--- src/rtl/autocorr_lag_sequencer_pkg.sv ---
// Shared definitions for the autocorrelation lag sequencer.
//   SAMPLE_W  : width of a stored sample (signed)
//   PROD_W    : width of an exact sample*sample product
//   ACC_W     : width of the per-lag accumulator / result
//   state_t   : sequencer FSM encoding
//   sext_prod : sign-extends a product to the accumulator width
package autocorr_lag_sequencer_pkg;

  localparam int SAMPLE_W = 12;
  localparam int PROD_W   = 2 * SAMPLE_W;
  localparam int ACC_W    = 36;

  typedef enum logic [2:0] {
    IDLE  = 3'd0,
    CLEAR = 3'd1,
    RUN   = 3'd2,
    DRAIN = 3'd3,
    EMIT  = 3'd4,
    DONE  = 3'd5
  } state_t;

  function automatic logic signed [ACC_W-1:0] sext_prod(input logic signed [PROD_W-1:0] p);
    return {{(ACC_W-PROD_W){p[PROD_W-1]}}, p};
  endfunction

endpackage

--- src/rtl/autocorr_lag_sequencer_if.sv ---
// Bus bundle for the autocorrelation lag sequencer.
//   control : start (in), busy, done (out)
//   RAM     : rd_en, rd_addr_a, rd_addr_b (out); rd_data_a, rd_data_b (in, 1 cycle after rd_en)
//   results : lag_valid, lag_idx, lag_sum (out); lag_ready (in)
//   peak    : best_lag, best_sum (out), present only with AUTOCORR_PEAK_TRACK_EN
// Modport master is the sequencer side; slave is the RAM/consumer/controller side.
interface autocorr_lag_sequencer_if #(
  parameter int ADDR_W = 10,
  parameter int LAG_W  = 9
);
  import autocorr_lag_sequencer_pkg::*;

  logic                       start;
  logic                       busy;
  logic                       done;
  logic                       rd_en;
  logic [ADDR_W-1:0]          rd_addr_a;
  logic [ADDR_W-1:0]          rd_addr_b;
  logic signed [SAMPLE_W-1:0] rd_data_a;
  logic signed [SAMPLE_W-1:0] rd_data_b;
  logic                       lag_valid;
  logic                       lag_ready;
  logic [LAG_W-1:0]           lag_idx;
  logic signed [ACC_W-1:0]    lag_sum;
`ifdef AUTOCORR_PEAK_TRACK_EN
  logic [LAG_W-1:0]           best_lag;
  logic signed [ACC_W-1:0]    best_sum;

  modport master (
    input  start, rd_data_a, rd_data_b, lag_ready,
    output busy, done, rd_en, rd_addr_a, rd_addr_b,
           lag_valid, lag_idx, lag_sum, best_lag, best_sum
  );
  modport slave (
    output start, rd_data_a, rd_data_b, lag_ready,
    input  busy, done, rd_en, rd_addr_a, rd_addr_b,
           lag_valid, lag_idx, lag_sum, best_lag, best_sum
  );
`else
  modport master (
    input  start, rd_data_a, rd_data_b, lag_ready,
    output busy, done, rd_en, rd_addr_a, rd_addr_b,
           lag_valid, lag_idx, lag_sum
  );
  modport slave (
    output start, rd_data_a, rd_data_b, lag_ready,
    input  busy, done, rd_en, rd_addr_a, rd_addr_b,
           lag_valid, lag_idx, lag_sum
  );
`endif

endinterface

--- src/rtl/corr_mac_stage.sv ---
// Bipolar multiply-accumulate stage.
//   clk, rst : clock, asynchronous active-high reset (acc -> 0)
//   clr      : synchronous accumulator clear (has priority over en)
//   en       : add a*b into the accumulator this cycle
//   a, b     : signed samples
//   acc      : signed running sum, wraps modulo 2^ACC_W
module corr_mac_stage
  import autocorr_lag_sequencer_pkg::*;
(
  input  logic                       clk,
  input  logic                       rst,
  input  logic                       clr,
  input  logic                       en,
  input  logic signed [SAMPLE_W-1:0] a,
  input  logic signed [SAMPLE_W-1:0] b,
  output logic signed [ACC_W-1:0]    acc
);

  logic signed [PROD_W-1:0] a_ext;
  logic signed [PROD_W-1:0] b_ext;
  logic signed [PROD_W-1:0] prod;

  // Widen before multiplying; the low PROD_W bits of the product are exact
  // because |a*b| <= 2^22 fits a signed 24-bit value.
  assign a_ext = {{(PROD_W-SAMPLE_W){a[SAMPLE_W-1]}}, a};
  assign b_ext = {{(PROD_W-SAMPLE_W){b[SAMPLE_W-1]}}, b};
  assign prod  = a_ext * b_ext;

  always_ff @(posedge clk or posedge rst) begin
    if (rst) begin
      acc <= '0;
    end else if (clr) begin
      acc <= '0;
    end else if (en) begin
      acc <= acc + sext_prod(prod);
    end
  end

endmodule

--- src/rtl/autocorr_lag_sequencer.sv ---
// Autocorrelation lag sequencer: for each lag LAG_MIN..LAG_MAX streams the pairs
// (x[n], x[n+lag]) out of a two-port synchronous sample RAM, accumulates their
// products and hands r[lag] to the consumer over a valid/ready handshake.
//   clk, rst : clock, asynchronous active-high reset
//   bus      : autocorr_lag_sequencer_if.master (start/busy/done, RAM read
//              port, result stream, and best_lag/best_sum when
//              AUTOCORR_PEAK_TRACK_EN is defined)
// Optional feature macro: AUTOCORR_PEAK_TRACK_EN (running peak of r over lags).
module autocorr_lag_sequencer
  import autocorr_lag_sequencer_pkg::*;
#(
  parameter int N_SAMPLES = 1024,
  parameter int ADDR_W    = 10,
  parameter int LAG_MIN   = 20,
  parameter int LAG_MAX   = 400,
  parameter int LAG_W     = 9
) (
  input  logic                     clk,
  input  logic                     rst,
  autocorr_lag_sequencer_if.master bus
);

  localparam logic [LAG_W-1:0]  LAG_MIN_V = LAG_W'(LAG_MIN);
  localparam logic [LAG_W-1:0]  LAG_MAX_V = LAG_W'(LAG_MAX);
  localparam logic [ADDR_W-1:0] N_LAST_V  = ADDR_W'(N_SAMPLES - 1);

  state_t                  state_reg;
  state_t                  state_next;
  logic [LAG_W-1:0]        lag_reg;
  logic [ADDR_W-1:0]       n_reg;
  logic                    rd_en_d_reg;
  logic [LAG_W-1:0]        lag_idx_hold_reg;
  logic signed [ACC_W-1:0] lag_sum_hold_reg;
  logic signed [ACC_W-1:0] acc;

  logic [ADDR_W-1:0]       lag_addr;
  logic [ADDR_W-1:0]       n_last;
  logic                    in_run;
  logic                    in_emit;
  logic                    accept;
  logic                    last_lag;

  // lag < N_SAMPLES <= 2^ADDR_W, so the lag always fits an address.
  assign lag_addr = ADDR_W'(lag_reg);
  assign n_last   = N_LAST_V - lag_addr;
  assign in_run   = (state_reg == RUN);
  assign in_emit  = (state_reg == EMIT);
  assign accept   = in_emit && bus.lag_ready;
  assign last_lag = (lag_reg == LAG_MAX_V);

  // ---------------- FSM ----------------
  always_ff @(posedge clk or posedge rst) begin
    if (rst) begin
      state_reg <= IDLE;
    end else begin
      state_reg <= state_next;
    end
  end

  always_comb begin
    state_next = state_reg;
    case (state_reg)
      IDLE:    if (bus.start) state_next = CLEAR;
      CLEAR:   state_next = RUN;
      RUN:     if (n_reg == n_last) state_next = DRAIN;
      DRAIN:   state_next = EMIT;
      EMIT:    if (bus.lag_ready) state_next = last_lag ? DONE : CLEAR;
      DONE:    state_next = IDLE;
      default: state_next = IDLE;
    endcase
  end

  // ---------------- index counters and result holding ----------------
  always_ff @(posedge clk or posedge rst) begin
    if (rst) begin
      lag_reg          <= LAG_MIN_V;
      n_reg            <= '0;
      rd_en_d_reg      <= 1'b0;
      lag_idx_hold_reg <= '0;
      lag_sum_hold_reg <= '0;
    end else begin
      // Read data lands one cycle after the strobe, so the MAC enable lags rd_en.
      rd_en_d_reg <= in_run;
      case (state_reg)
        IDLE:  if (bus.start) lag_reg <= LAG_MIN_V;
        CLEAR: n_reg <= '0;
        RUN:   n_reg <= n_reg + ADDR_W'(1);
        EMIT: begin
          if (bus.lag_ready) begin
            lag_idx_hold_reg <= lag_reg;
            lag_sum_hold_reg <= acc;
            // Rewind after the final lag so the next frame starts clean.
            lag_reg <= last_lag ? LAG_MIN_V : lag_reg + LAG_W'(1);
          end
        end
        default: ;
      endcase
    end
  end

  corr_mac_stage u_mac (
    .clk (clk),
    .rst (rst),
    .clr (state_reg == CLEAR),
    .en  (rd_en_d_reg),
    .a   (bus.rd_data_a),
    .b   (bus.rd_data_b),
    .acc (acc)
  );

  // ---------------- outputs ----------------
  assign bus.busy      = (state_reg != IDLE);
  assign bus.done      = (state_reg == DONE);
  assign bus.rd_en     = in_run;
  assign bus.rd_addr_a = in_run ? n_reg : '0;
  assign bus.rd_addr_b = in_run ? (n_reg + lag_addr) : '0;
  assign bus.lag_valid = in_emit;
  // Live values while offering a result; otherwise the last accepted one, so
  // the result ports stay quiet while the next lag is being accumulated.
  assign bus.lag_idx   = in_emit ? lag_reg : lag_idx_hold_reg;
  assign bus.lag_sum   = in_emit ? acc : lag_sum_hold_reg;

`ifdef AUTOCORR_PEAK_TRACK_EN
  logic [LAG_W-1:0]        best_lag_reg;
  logic signed [ACC_W-1:0] best_sum_reg;

  always_ff @(posedge clk or posedge rst) begin
    if (rst) begin
      best_lag_reg <= '0;
      best_sum_reg <= '0;
    end else if ((state_reg == CLEAR) && (lag_reg == LAG_MIN_V)) begin
      // Most negative value, so the first accepted lag always wins.
      best_lag_reg <= LAG_MIN_V;
      best_sum_reg <= {1'b1, {(ACC_W-1){1'b0}}};
    end else if (accept && (acc > best_sum_reg)) begin
      // Strict compare: ties keep the earlier (smaller) lag.
      best_lag_reg <= lag_reg;
      best_sum_reg <= acc;
    end
  end

  assign bus.best_lag = best_lag_reg;
  assign bus.best_sum = best_sum_reg;
`endif

endmodule

--- src/flat_wrapper.sv ---
// flat-port wrapper written by rule: the top's interface ports become plain ports
module autocorr_lag_sequencer_flat import autocorr_lag_sequencer_pkg::*;
#(
  parameter int N_SAMPLES = 1024,
  parameter int ADDR_W    = 10,
  parameter int LAG_MIN   = 20,
  parameter int LAG_MAX   = 400,
  parameter int LAG_W     = 9
)
  (clk, rst, bus_start, bus_rd_data_a, bus_rd_data_b, bus_lag_ready, bus_busy, bus_done, bus_rd_en, bus_rd_addr_a, bus_rd_addr_b, bus_lag_valid, bus_lag_idx, bus_lag_sum);
  autocorr_lag_sequencer_if #(.ADDR_W(ADDR_W), .LAG_W(LAG_W)) bus_i ();
  input  logic clk;
  input  logic rst;
  input wire logic [$bits(bus_i.start)-1:0] bus_start;
  input wire logic [$bits(bus_i.rd_data_a)-1:0] bus_rd_data_a;
  input wire logic [$bits(bus_i.rd_data_b)-1:0] bus_rd_data_b;
  input wire logic [$bits(bus_i.lag_ready)-1:0] bus_lag_ready;
  output wire logic [$bits(bus_i.busy)-1:0] bus_busy;
  output wire logic [$bits(bus_i.done)-1:0] bus_done;
  output wire logic [$bits(bus_i.rd_en)-1:0] bus_rd_en;
  output wire logic [$bits(bus_i.rd_addr_a)-1:0] bus_rd_addr_a;
  output wire logic [$bits(bus_i.rd_addr_b)-1:0] bus_rd_addr_b;
  output wire logic [$bits(bus_i.lag_valid)-1:0] bus_lag_valid;
  output wire logic [$bits(bus_i.lag_idx)-1:0] bus_lag_idx;
  output wire logic [$bits(bus_i.lag_sum)-1:0] bus_lag_sum;
  assign bus_i.start = bus_start;
  assign bus_i.rd_data_a = bus_rd_data_a;
  assign bus_i.rd_data_b = bus_rd_data_b;
  assign bus_i.lag_ready = bus_lag_ready;
  assign bus_busy = bus_i.busy;
  assign bus_done = bus_i.done;
  assign bus_rd_en = bus_i.rd_en;
  assign bus_rd_addr_a = bus_i.rd_addr_a;
  assign bus_rd_addr_b = bus_i.rd_addr_b;
  assign bus_lag_valid = bus_i.lag_valid;
  assign bus_lag_idx = bus_i.lag_idx;
  assign bus_lag_sum = bus_i.lag_sum;
  autocorr_lag_sequencer #(.N_SAMPLES(N_SAMPLES), .ADDR_W(ADDR_W), .LAG_MIN(LAG_MIN), .LAG_MAX(LAG_MAX), .LAG_W(LAG_W)) u_core (.clk(clk), .rst(rst), .bus(bus_i));
endmodule
--- config.mk ---
export PLATFORM = sky130hd
export DESIGN_NAME = autocorr_lag_sequencer_flat
export DESIGN_NICKNAME = d
export VERILOG_FILES = /design/src/rtl/autocorr_lag_sequencer_pkg.sv /design/src/rtl/autocorr_lag_sequencer_if.sv /design/src/rtl/corr_mac_stage.sv /design/src/rtl/autocorr_lag_sequencer.sv /design/src/flat_wrapper.sv
export SDC_FILE = /design/constraint.sdc
export NUM_CORES = 1
export LEC_CHECK = 0
export BUFFER_PORTS_ARGS = -buffer_cell sky130_fd_sc_hd__clkbuf_2
export CAP_MARGIN = 25
export CORE_MARGIN = 2
export CORE_UTILIZATION = 65
export DETAILED_ROUTE_END_ITERATION = 8
export PLACE_DENSITY = 0.85
export SLEW_MARGIN = 20
export SYNTH_ARGS = -nofsm -noshare
export SYNTH_HDL_FRONTEND = slang
export SYNTH_SLANG_ARGS = --single-unit
--- constraint.sdc ---
create_clock -name clk -period 7.5 [get_ports clk]
set_input_delay 0.75 -clock clk [delete_from_list [all_inputs] [get_ports clk]]
set_output_delay 0.75 -clock clk [all_outputs]
set_load 0.05 [all_outputs]
==> impl_metrics.json <==
{
  "outcome": "finished clean",
  "synth_most_common_cell": "inv_1",
  "cts.hold.buffers_added": 0,
  "fin_crit_sh": 0.8742,
  "grt_pass1_vias": 10954,
  "die_h_um": 148.5,
  "area_growth_pct": 7.218,
  "rr_startpoint": "u_core.u_mac.acc[7]",
  "synthTopCellsByArea": "fa_1 31%, dfrtp_1 19%, ha_1 9.5%",
  "cts.sinks": 104,
  "r2r_end": "u_core.u_mac.acc[27]",
  "dr_wl_met3_mm": 1.705,
  "crit_arrival_ns": 6.79,
  "slew_headroom": 0.4452,
  "start_util": 0.6666,
  "highest_layer": "met4",
  "worst_slew_pin_slew_ns": 0.8298,
  "ant_nets": 0,
  "min_period_ns": 6.557,
  "clk_pin_slew_ns": 0.07,
  "drive_gt1_frac": 0.1250,
  "whs_ns": 0.4233,
  "r2r_setup_slack_ns": 2.40,
  "grt_usage": 0.3024,
  "crit_chain": "clkbuf_2 > and2_1 > inv_1 > fa_1 > buf_4 > fa_1 > inv_1 > fa_1 > fa_1 > fa_1 > ha_1 > ha_1 > a21oi_1 > o211ai_1 > a22oi_1 > nor2_1 > o31ai_1 > nor4bb_1 > nor3_1",
  "core_area_um2": 20360,
  "die_area_um2": 22060,
  "die_x_um": 148.5,
  "synth_nets": 1794,
  "clock.fmax_mhz": 152.5,
  "r2r_cells": 17,
  "critPathSlowestCell": "fa_1",
  "viasPerCell": 5.833,
  "diodes": 0,
  "ys_types": 65,
  "crit_type": "input pin to flip-flop",
  "worstPathMaxFanout": 14,
  "cts-buffers-inserted": 9,
  "synthArstFlopShare": 1.000,
  "max_cap_violations": 0,
  "dpl_cell_area_um2": 14250,
  "finClkSkew_ns": 0.009146,
  "cp_common_cell": "fa_1",
  "finalHoldViolations": 0,
  "required_ns": 7.73,
  "drc_errors": 0,
  "stdcell_area_um2": 14550,
  "wl_met2_mm": 16.30,
  "antenna_found_initial": 0,
  "syn_area_um2": 13570,
  "worst_setup_path_end_kind": "flip-flop",
  "ctsHtreeMaxLevel": 3,
  "dr.pass1.iters": 5,
  "insertion_delay_ns": 0.35,
  "avgSynthCellArea_um2": 9.355,
  "dp_hpwl_mm": 24.98,
  "grt_pass1_wl_mm": 53.12,
  "synth_edf_count": 0,
  "io_buffers": 96,
  "setup_viol": 0,
  "yosys_warnings": 0,
  "final.fill_count": 1509,
  "synth_commonest_cells": "240 x inv_1, 212 x fa_1, 197 x nand2_1",
  "synth_top_area_frac": 0.3127,
  "startpoint_type": "input pin",
  "wl_per_cell_um": 17.54,
  "grt_max_degree": 80,
  "cts.root.buffer_cell": "clkbuf_16",
  "wl_met1_mm": 12.39,
  "yosysTopAreaCell": "fa_1",
  "ys_seq_area_frac": 0.1919,
  "nNetsFinal": 1850,
  "critPathBufInv": 4,
  "drtIter0Drc": 657,
  "routed_wl_mm": 31.26,
  "slew_viol_final": 0,
  "postCtsSetupBuffers": 0,
  "crit_family": "adder cells",
  "hp-class": "input pin to async pin",
  "via_count": 10394,
  "cts_resized": 0,
  "synth_cells": 1451,
  "ys_ff_latch": 104,
  "cts_tree": "built",
  "gp_congestion": 0.9080,
  "io_pins": 97,
  "synthFlopType": "dfrtp_1",
  "ctsLongestPathBuffers": 2,
  "fin_tns_setup_ns": 0,
  "slowest_delay_ns": 1.05,
  "rsz0062_at_grt": "false",
  "grt_overflow_total": 0,
  "rows": 52
}
[stage by stage]
step                      instances    util  setup WS [ns]
final                          1782  0.7147         0.9433
after global routing           1782  0.7147         0.5733
after CTS                      1782  0.7147          1.024
after detailed placement       1766  0.6996         0.6833
after global placement         1765  0.6986         0.8693
after floorplan                1451       -          1.002
[area by class of cell]
cell class	instances	area, µm²	share of cell area
multi-input combinational	1046	9839	0.6761
sequential	104	2606	0.1791
inverter	242	910.9	0.06259
timing repair buffer	104	553.0	0.03800
tap	270	337.8	0.02321
clock buffer	11	252.7	0.01737
clock inverter	5	53.80	0.003697
[layer usage]
layer	vias to the layer above	GRT usage
met5	-	0
met4	0	0.09952
met3	70	0.04018
met2	375	0.5303
met1	5216	0.3921
li1	4733	-
[cell usage in the layout, fill, tap and decap left out, types with 10 or more instances in the layout]
| cell type | n |
|---|---|
| a211oi_1 | 10 |
| a21o_1 | 12 |
| a21oi_1 | 39 |
| and2_1 | 60 |
| and3_1 | 17 |
| clkbuf_2 | 96 |
| dfrtp_1 | 101 |
| fa_1 | 212 |
| ha_1 | 103 |
| inv_1 | 239 |
| mux2_2 | 45 |
| mux2i_1 | 14 |
| nand2_1 | 196 |
| nand3_1 | 16 |
| nor2_1 | 76 |
| nor3_1 | 19 |
| o21ai_0 | 80 |
| xnor2_1 | 21 |
| xor2_1 | 15 |
[kinds of logic after synthesis]
family	after synthesis	synth area share
simple gates	441	0.1546
fa+ha+maj	315	0.4076
buf+inv	301	0.08388
compound gates	195	0.09116
flops	104	0.1919
mux	59	0.04765
xor+xnor	36	0.02323
[worst max-delay path by stage]
stage                                 start                    to  slack, ns  cells past startpoint
after floorplan           bus_rd_data_a[11]  u_core.u_mac.acc[32]       1.00                     18
after detailed placement   bus_rd_data_b[1]  u_core.u_mac.acc[31]       0.68                     19
after global routing       bus_rd_data_b[3]  u_core.u_mac.acc[31]       0.57                     17
after global placement     bus_rd_data_b[1]  u_core.u_mac.acc[31]       0.87                     19
after CTS                  bus_rd_data_b[1]  u_core.u_mac.acc[31]       1.02                     19
final                      bus_rd_data_b[1]  u_core.u_mac.acc[31]       0.94                     19
Power is left out: the tool's default activity adds up to more than one toggle a clock period on the data nets, which glitch-free logic cannot reach.
